`config.mk`:
```
export PLATFORM = sky130hd
export DESIGN_NAME = ahb_lite_arb2
export DESIGN_NICKNAME = d
export VERILOG_FILES = /design/src/rtl/ahb_lite_arb2.sv
export SDC_FILE = /design/constraint.sdc
export NUM_CORES = 1
export LEC_CHECK = 0
export ABC_AREA = 1
export CORE_ASPECT_RATIO = 1.5
export CORE_MARGIN = 10
export CORE_UTILIZATION = 35
export CTS_BUF_LIST = sky130_fd_sc_hd__clkbuf_8
export DETAILED_ROUTE_END_ITERATION = 8
export GPL_ROUTABILITY_DRIVEN = 0
export PLACE_DENSITY = 0.74
export SLEW_MARGIN = 25
export SYNTH_ARGS = -nofsm -noshare
export SYNTH_HDL_FRONTEND = slang
export SYNTH_SLANG_ARGS = --single-unit
```
`constraint.sdc`:
```
create_clock -name hclk -period 3.1 [get_ports hclk]
set_clock_uncertainty 0.05 [all_clocks]
set_input_delay 0.465 -clock hclk [delete_from_list [all_inputs] [get_ports hclk]]
set_output_delay 0.465 -clock hclk [all_outputs]
set_load 0.005 [all_outputs]
```
`src/rtl/ahb_lite_arb2.sv`:
```
// ahb_lite_arb2: two-master AHB-Lite arbiter with per-master address buffers, burst lock and round-robin grant.
// Define ARB_FIXED_PRIO_EN to make M0 win every conflict instead of round-robin.
module ahb_lite_arb2 #(
    parameter int AW = 32,
    parameter int DW = 32
) (
    input  logic          hclk,
    input  logic          hresetn,
    input  logic [AW-1:0] m0_haddr,
    input  logic [1:0]    m0_htrans,
    input  logic          m0_hwrite,
    input  logic [2:0]    m0_hsize,
    input  logic [2:0]    m0_hburst,
    input  logic [DW-1:0] m0_hwdata,
    output logic          m0_hready,
    output logic          m0_hresp,
    output logic [DW-1:0] m0_hrdata,
    input  logic [AW-1:0] m1_haddr,
    input  logic [1:0]    m1_htrans,
    input  logic          m1_hwrite,
    input  logic [2:0]    m1_hsize,
    input  logic [2:0]    m1_hburst,
    input  logic [DW-1:0] m1_hwdata,
    output logic          m1_hready,
    output logic          m1_hresp,
    output logic [DW-1:0] m1_hrdata,
    output logic [AW-1:0] s_haddr,
    output logic [1:0]    s_htrans,
    output logic          s_hwrite,
    output logic [2:0]    s_hsize,
    output logic [2:0]    s_hburst,
    output logic [DW-1:0] s_hwdata,
    output logic          s_hready,
    input  logic          s_hreadyout,
    input  logic          s_hresp,
    input  logic [DW-1:0] s_hrdata
);
    localparam logic [1:0] IDLE = 2'b00, NONSEQ = 2'b10;

    logic [1:0]    r_pend, r_write;
    logic [AW-1:0] r_addr [2];
    logic [1:0]    r_trans [2];
    logic [2:0]    r_size [2], r_burst [2];
    logic          r_owner, r_lock, r_dph_v, r_dph_id;
`ifndef ARB_FIXED_PRIO_EN
    logic          r_last;
`endif

    logic [AW-1:0] w_live_addr [2], w_src_addr [2];
    logic [1:0]    w_live_trans [2], w_src_trans [2];
    logic [2:0]    w_live_size [2], w_src_size [2], w_live_burst [2], w_src_burst [2];
    logic [1:0]    w_live_write, w_src_write, w_hready, w_hresp, w_req, w_take, w_cap;
    logic          w_lock_eff, w_pick, w_gnt;
    logic [1:0]    w_trans;

    assign w_live_addr[0]  = m0_haddr;
    assign w_live_addr[1]  = m1_haddr;
    assign w_live_trans[0] = m0_htrans;
    assign w_live_trans[1] = m1_htrans;
    assign w_live_size[0]  = m0_hsize;
    assign w_live_size[1]  = m1_hsize;
    assign w_live_burst[0] = m0_hburst;
    assign w_live_burst[1] = m1_hburst;
    assign w_live_write    = {m1_hwrite, m0_hwrite};

    always_comb begin
        for (int n = 0; n < 2; n++) begin
            w_hready[n]    = (r_dph_v && r_dph_id == 1'(n)) ? s_hreadyout : !r_pend[n];
            w_hresp[n]     = r_dph_v && r_dph_id == 1'(n) && s_hresp;
            w_src_addr[n]  = r_pend[n] ? r_addr[n] : w_live_addr[n];
            w_src_trans[n] = r_pend[n] ? r_trans[n] : w_live_trans[n];
            w_src_size[n]  = r_pend[n] ? r_size[n] : w_live_size[n];
            w_src_burst[n] = r_pend[n] ? r_burst[n] : w_live_burst[n];
            w_src_write[n] = r_pend[n] ? r_write[n] : w_live_write[n];
            w_req[n]       = r_pend[n] || (w_live_trans[n][1] && w_hready[n]);
        end
        // Lock only holds while the owner continues its burst with SEQ/BUSY.
        w_lock_eff = r_lock && w_src_trans[r_owner][0];
`ifdef ARB_FIXED_PRIO_EN
        w_pick = !w_req[0];
`else
        w_pick = (&w_req) ? !r_last : w_req[1];
`endif
        w_gnt   = (!s_hreadyout || w_lock_eff || !(|w_req)) ? r_owner : w_pick;
        w_trans = (w_req[w_gnt] || w_lock_eff) ? w_src_trans[w_gnt] : IDLE;
        for (int n = 0; n < 2; n++) begin
            w_take[n] = s_hreadyout && w_gnt == 1'(n);
            w_cap[n]  = w_live_trans[n][1] && w_hready[n] && !w_take[n];
        end
    end

    always_ff @(posedge hclk) begin
        if (!hresetn) begin
            r_pend   <= '0;
            r_write  <= '0;
            r_owner  <= 1'b0;
            r_lock   <= 1'b0;
            r_dph_v  <= 1'b0;
            r_dph_id <= 1'b0;
`ifndef ARB_FIXED_PRIO_EN
            r_last   <= 1'b1;
`endif
            for (int n = 0; n < 2; n++) begin
                r_addr[n]  <= '0;
                r_trans[n] <= IDLE;
                r_size[n]  <= '0;
                r_burst[n] <= '0;
            end
        end else begin
            for (int n = 0; n < 2; n++) begin
                r_pend[n] <= w_cap[n] || (r_pend[n] && !w_take[n]);
                if (w_cap[n]) begin
                    r_addr[n]  <= w_live_addr[n];
                    r_trans[n] <= w_live_trans[n];
                    r_size[n]  <= w_live_size[n];
                    r_burst[n] <= w_live_burst[n];
                    r_write[n] <= w_live_write[n];
                end
            end
            if (s_hreadyout) begin
                r_owner  <= w_gnt;
                r_dph_id <= w_gnt;
                r_dph_v  <= w_trans != IDLE;
                r_lock   <= (w_trans == NONSEQ && w_src_burst[w_gnt] != 3'b000) || w_lock_eff;
`ifndef ARB_FIXED_PRIO_EN
                r_last   <= w_trans[1] ? w_gnt : r_last;
`endif
            end
        end
    end

    assign s_haddr   = w_src_addr[w_gnt];
    assign s_htrans  = w_trans;
    assign s_hwrite  = w_src_write[w_gnt];
    assign s_hsize   = w_src_size[w_gnt];
    assign s_hburst  = w_src_burst[w_gnt];
    assign s_hwdata  = r_dph_id ? m1_hwdata : m0_hwdata;
    assign s_hready  = s_hreadyout;
    assign m0_hready = w_hready[0];
    assign m1_hready = w_hready[1];
    assign m0_hresp  = w_hresp[0];
    assign m1_hresp  = w_hresp[1];
    assign m0_hrdata = s_hrdata;
    assign m1_hrdata = s_hrdata;
endmodule
```
==> results.md <==
- ANT nets after route: 0
- H-Tree Depth: 3
- TritonCTS buffer count: 9
- Vias: roughly 5,500
- Clk sinks: between 80 and 90
- Register area share after synthesis: 39.4%
- Vias in the first global route: about 5,800
- IR drop worst, VDD: ~0.17 mV
- Largest family of logic cells by synthesized area: simple AND/OR/NAND/NOR gates
- Final setup fails: 0
- Crit path max fanout: 9
- FFs w/ async S/R, synth: 0%
- Most frequent cell after synthesis: nand2_1
- Multiplexer share of the synthesized area: 0%
- Core ar.: 0.0184 sq mm
- Final layout net count: ~1,100
- Mean Syn Cell Area: just over 8 sq um
- Syn_nets: 967
- Wire per inst: about 17 microns
- Crit path required time: 2.58 ns
- CP cell instances: clkinv_8 -> nand3_1 -> nand3_1 -> nand2_2 -> nand2_1 -> nand2_4 -> nand2_8 -> buf_4 -> o21ai_0 -> clkdlybuf4s50_1
- Tcrit/Tclk final: 96.6%
- DRT iter0 DRCs: 177
- Die X: roughly 130 microns
- Post-synthesis compound-gate area fraction: about a tenth
- Relative slew margins: 58.8%
- Crit-path slowest cell: clkdlybuf4s50_1
- Hold-fix buffers, CTS: 0
- Area Overhead vs Synth: 39.2%
- Distinct cells, synth: 26
- Yosys top cell area share: a little under two fifths
- CTS root buf: clkbuf_8
- Pwr/cell area: about 450 mW/mm^2
- Initial antenna violation count: 0
- Initial Util: between 30 and 40%
- Number of port buffers: 227
- Final max-slew violation count: 0
- Critical path arrival: ~2.5 ns
- Synth area leader: edfxtp_1
- FP Rows: roughly 60
- Ys Warns: 0
- CTS tree: built
- Max-Cap Viols: 0
- Leak: a little under 0.004 uW
- Layout cell share with drive strength beyond 1: between 10% and 20%
- EDFF count, synth: 80
- DIE HEIGHT: ~190 microns
- Adder-cell share of the synthesized area: 0%
- Reg clk slew, reported paths: approximately 0.08 ns
- Top cell by count, worst path: nand3_1
- CTS max path bufs: 2
- DRT Pass-1 Iters: 8
- Top cells by area, synth: edfxtp_1 (37%), nor2_4 (14%), nand2_1 (12%)
- Synth Area in Simple Gates: 32.6%
- Period minus WS final: between 2 and 3 ns
- Commonest cells in the netlist: nand2_1 (202), inv_1 (98), nor2_4 (81)
- Die ar.: between 0.02 and 0.025 sq mm
- Final Hold Vio Count: 0
- Top FF cell, synth: edfxtp_1
- Ports: 324
- Status: finished clean
- FILL cells: around 1,800
- FMAX: about 330 MHz
- GRT overflow: 0
- Xor/xnor share of the synthesized area: 0%
- Largest net degree at the start of global routing: 45
- Hold Crit Class: reg2reg
- Remaining DRCs: 0
- Skew-Pair Late Insertion Delay: around 0.37 ns
- Synthesis-stage register bit count: 88
- Worst Setup End Kind: output port
- CP Class: reg2out
- CP max stage delay: ~0.55 ns
- Post-Syn Instances: 785
- Drt via density: ~4.5
- Routed wire length: between 20 and 25 mm
- Worst-margin pin slew: slightly above 0.6 ns
- All-Layer GR Usage: 15.6%
- Post-DP HPWL: ~15 mm
- Antenna diode count: 0
- Setup TNS: 0 ns
- Total power: between 4000 and 5000 uW
- Crit start category: flop
- First-pass GRT wire length: between 30 and 40 mm
- Area of the mapped netlist: around 0.0065 sq mm
==> stage by stage <==
| stage | hold WS (ns) | utilization (%) | cells | worst slack (ns) | instance area [sq um] |
|---|---|---|---|---|---|
| 6_report | 0.403 | 49.2 | 1215 | 0.107 | 9050 |
| 5_1_grt | 0.444 | 49.2 | 1215 | -0.0307 | 9050 |
| 4_1_cts | 0.407 | 48.2 | 1205 | 0.00158 | 8860 |
| 3_5_place_dp | 0.393 | 46.8 | 1188 | -0.0355 | 8620 |
| 3_3_place_gp | 0.385 | 46.8 | 1188 | -0.0145 | 8620 |
| 2_1_floorplan | 0.375 | - | 785 | 0.395 | 6500 |
==> cells by family (layout without fill, tap and decap cells) <==
logic type	after synthesis	count (layout)
AND/OR/NAND/NOR	363	365
buffers and inverters	210	386
AO/OA/AOI/OAI	124	124
flip-flops	88	88
==> sequential cells by signal, summed over array words and instances (netlist names) <==
signal / cells
r_last: 1
r_write: 2
r_addr: 64
r_lock: 1
r_pend: 2
r_dph_v: 1
r_trans: 4
r_burst: 6
r_owner: 1
r_size: 6
==> routing by layer <==
metal	global-route usage [%]	part of all wire (%)
met2	28.1	51
met5	0	0
met3	5.00	8.1
met1	14.2	35
met4	12.0	6.3
==> what timing repair did <==
action                                  CTS  global route
pin swaps                                 0             2
cloned                                    0             5
endpoints found under the setup margin   40            37
gates resized for setup                  14            28
buffers inserted                          1             5
==> critical path: cells and delay by family (launching register included) <==
family | cells | cell delay, ns
compound gates | 1 | 0.18
buf+inv | 3 | 0.81
simple gates | 6 | 0.69
flops | 1 | 0.42
==> area by class of cell <==
class | instances | area (sq um) | share of cell area, %
clock buffers | 11 | 151 | 1.67
clock inverters | 5 | 72.6 | 0.802
inverters | 102 | 398 | 4.39
multi-input cells | 489 | 2790 | 30.9
flip-flops and latches | 88 | 2570 | 28.4
well taps | 252 | 315 | 3.48
repair buffers | 268 | 2750 | 30.3
==> worst paths after layout <==
check	start	to	slack (ns)	cells past startpoint
min	r_write[1]$_SDFFE_PN0P_	r_write[1]$_SDFFE_PN0P_	0.40	2
min reg2reg	r_write[1]$_SDFFE_PN0P_	r_write[1]$_SDFFE_PN0P_	0.40	2
max reg2reg	r_owner$_SDFFE_PN0P_	r_size[0][2]$_SDFFCE_PN0P_	0.57	15
max	r_owner$_SDFFE_PN0P_	s_haddr[2]	0.11	10
==> power by group <==
group	internal, uW	switching (uW)	leakage, uW
Clock	492	419	0.000122
Combinational	803	813	0.00282
Sequential	1460	51.3	0.000923
Total	2760	1280	0.00387
==> cells in the final DEF (no fill, tap or decap) <==
cell,instances
clkdlybuf4s50_1,213
nand2_1,197
inv_1,99
nor2_4,81
edfxtp_1,80
o21ai_0,68
nor2_1,45
a21oi_1,42
buf_4,31
nand3_1,14
o21ai_1,12
clkbuf_8,11
nand2_2,10
dlymetal6s2s_1,10
nand3_2,6
nand2_4,6
buf_12,6
dlygate4sd2_1,4
dfxtp_1,4
inv_2,3
clkbuf_16,3
dfxtp_4,3
nand2_8,2
nand3_4,2
bufinv_16,2
clkinv_8,1
and2_1,1
inv_4,1
and3_1,1
o31ai_1,1
o211ai_1,1
clkinv_2,1
buf_16,1
dfxtp_2,1
(Power assumes the default switching activity.)
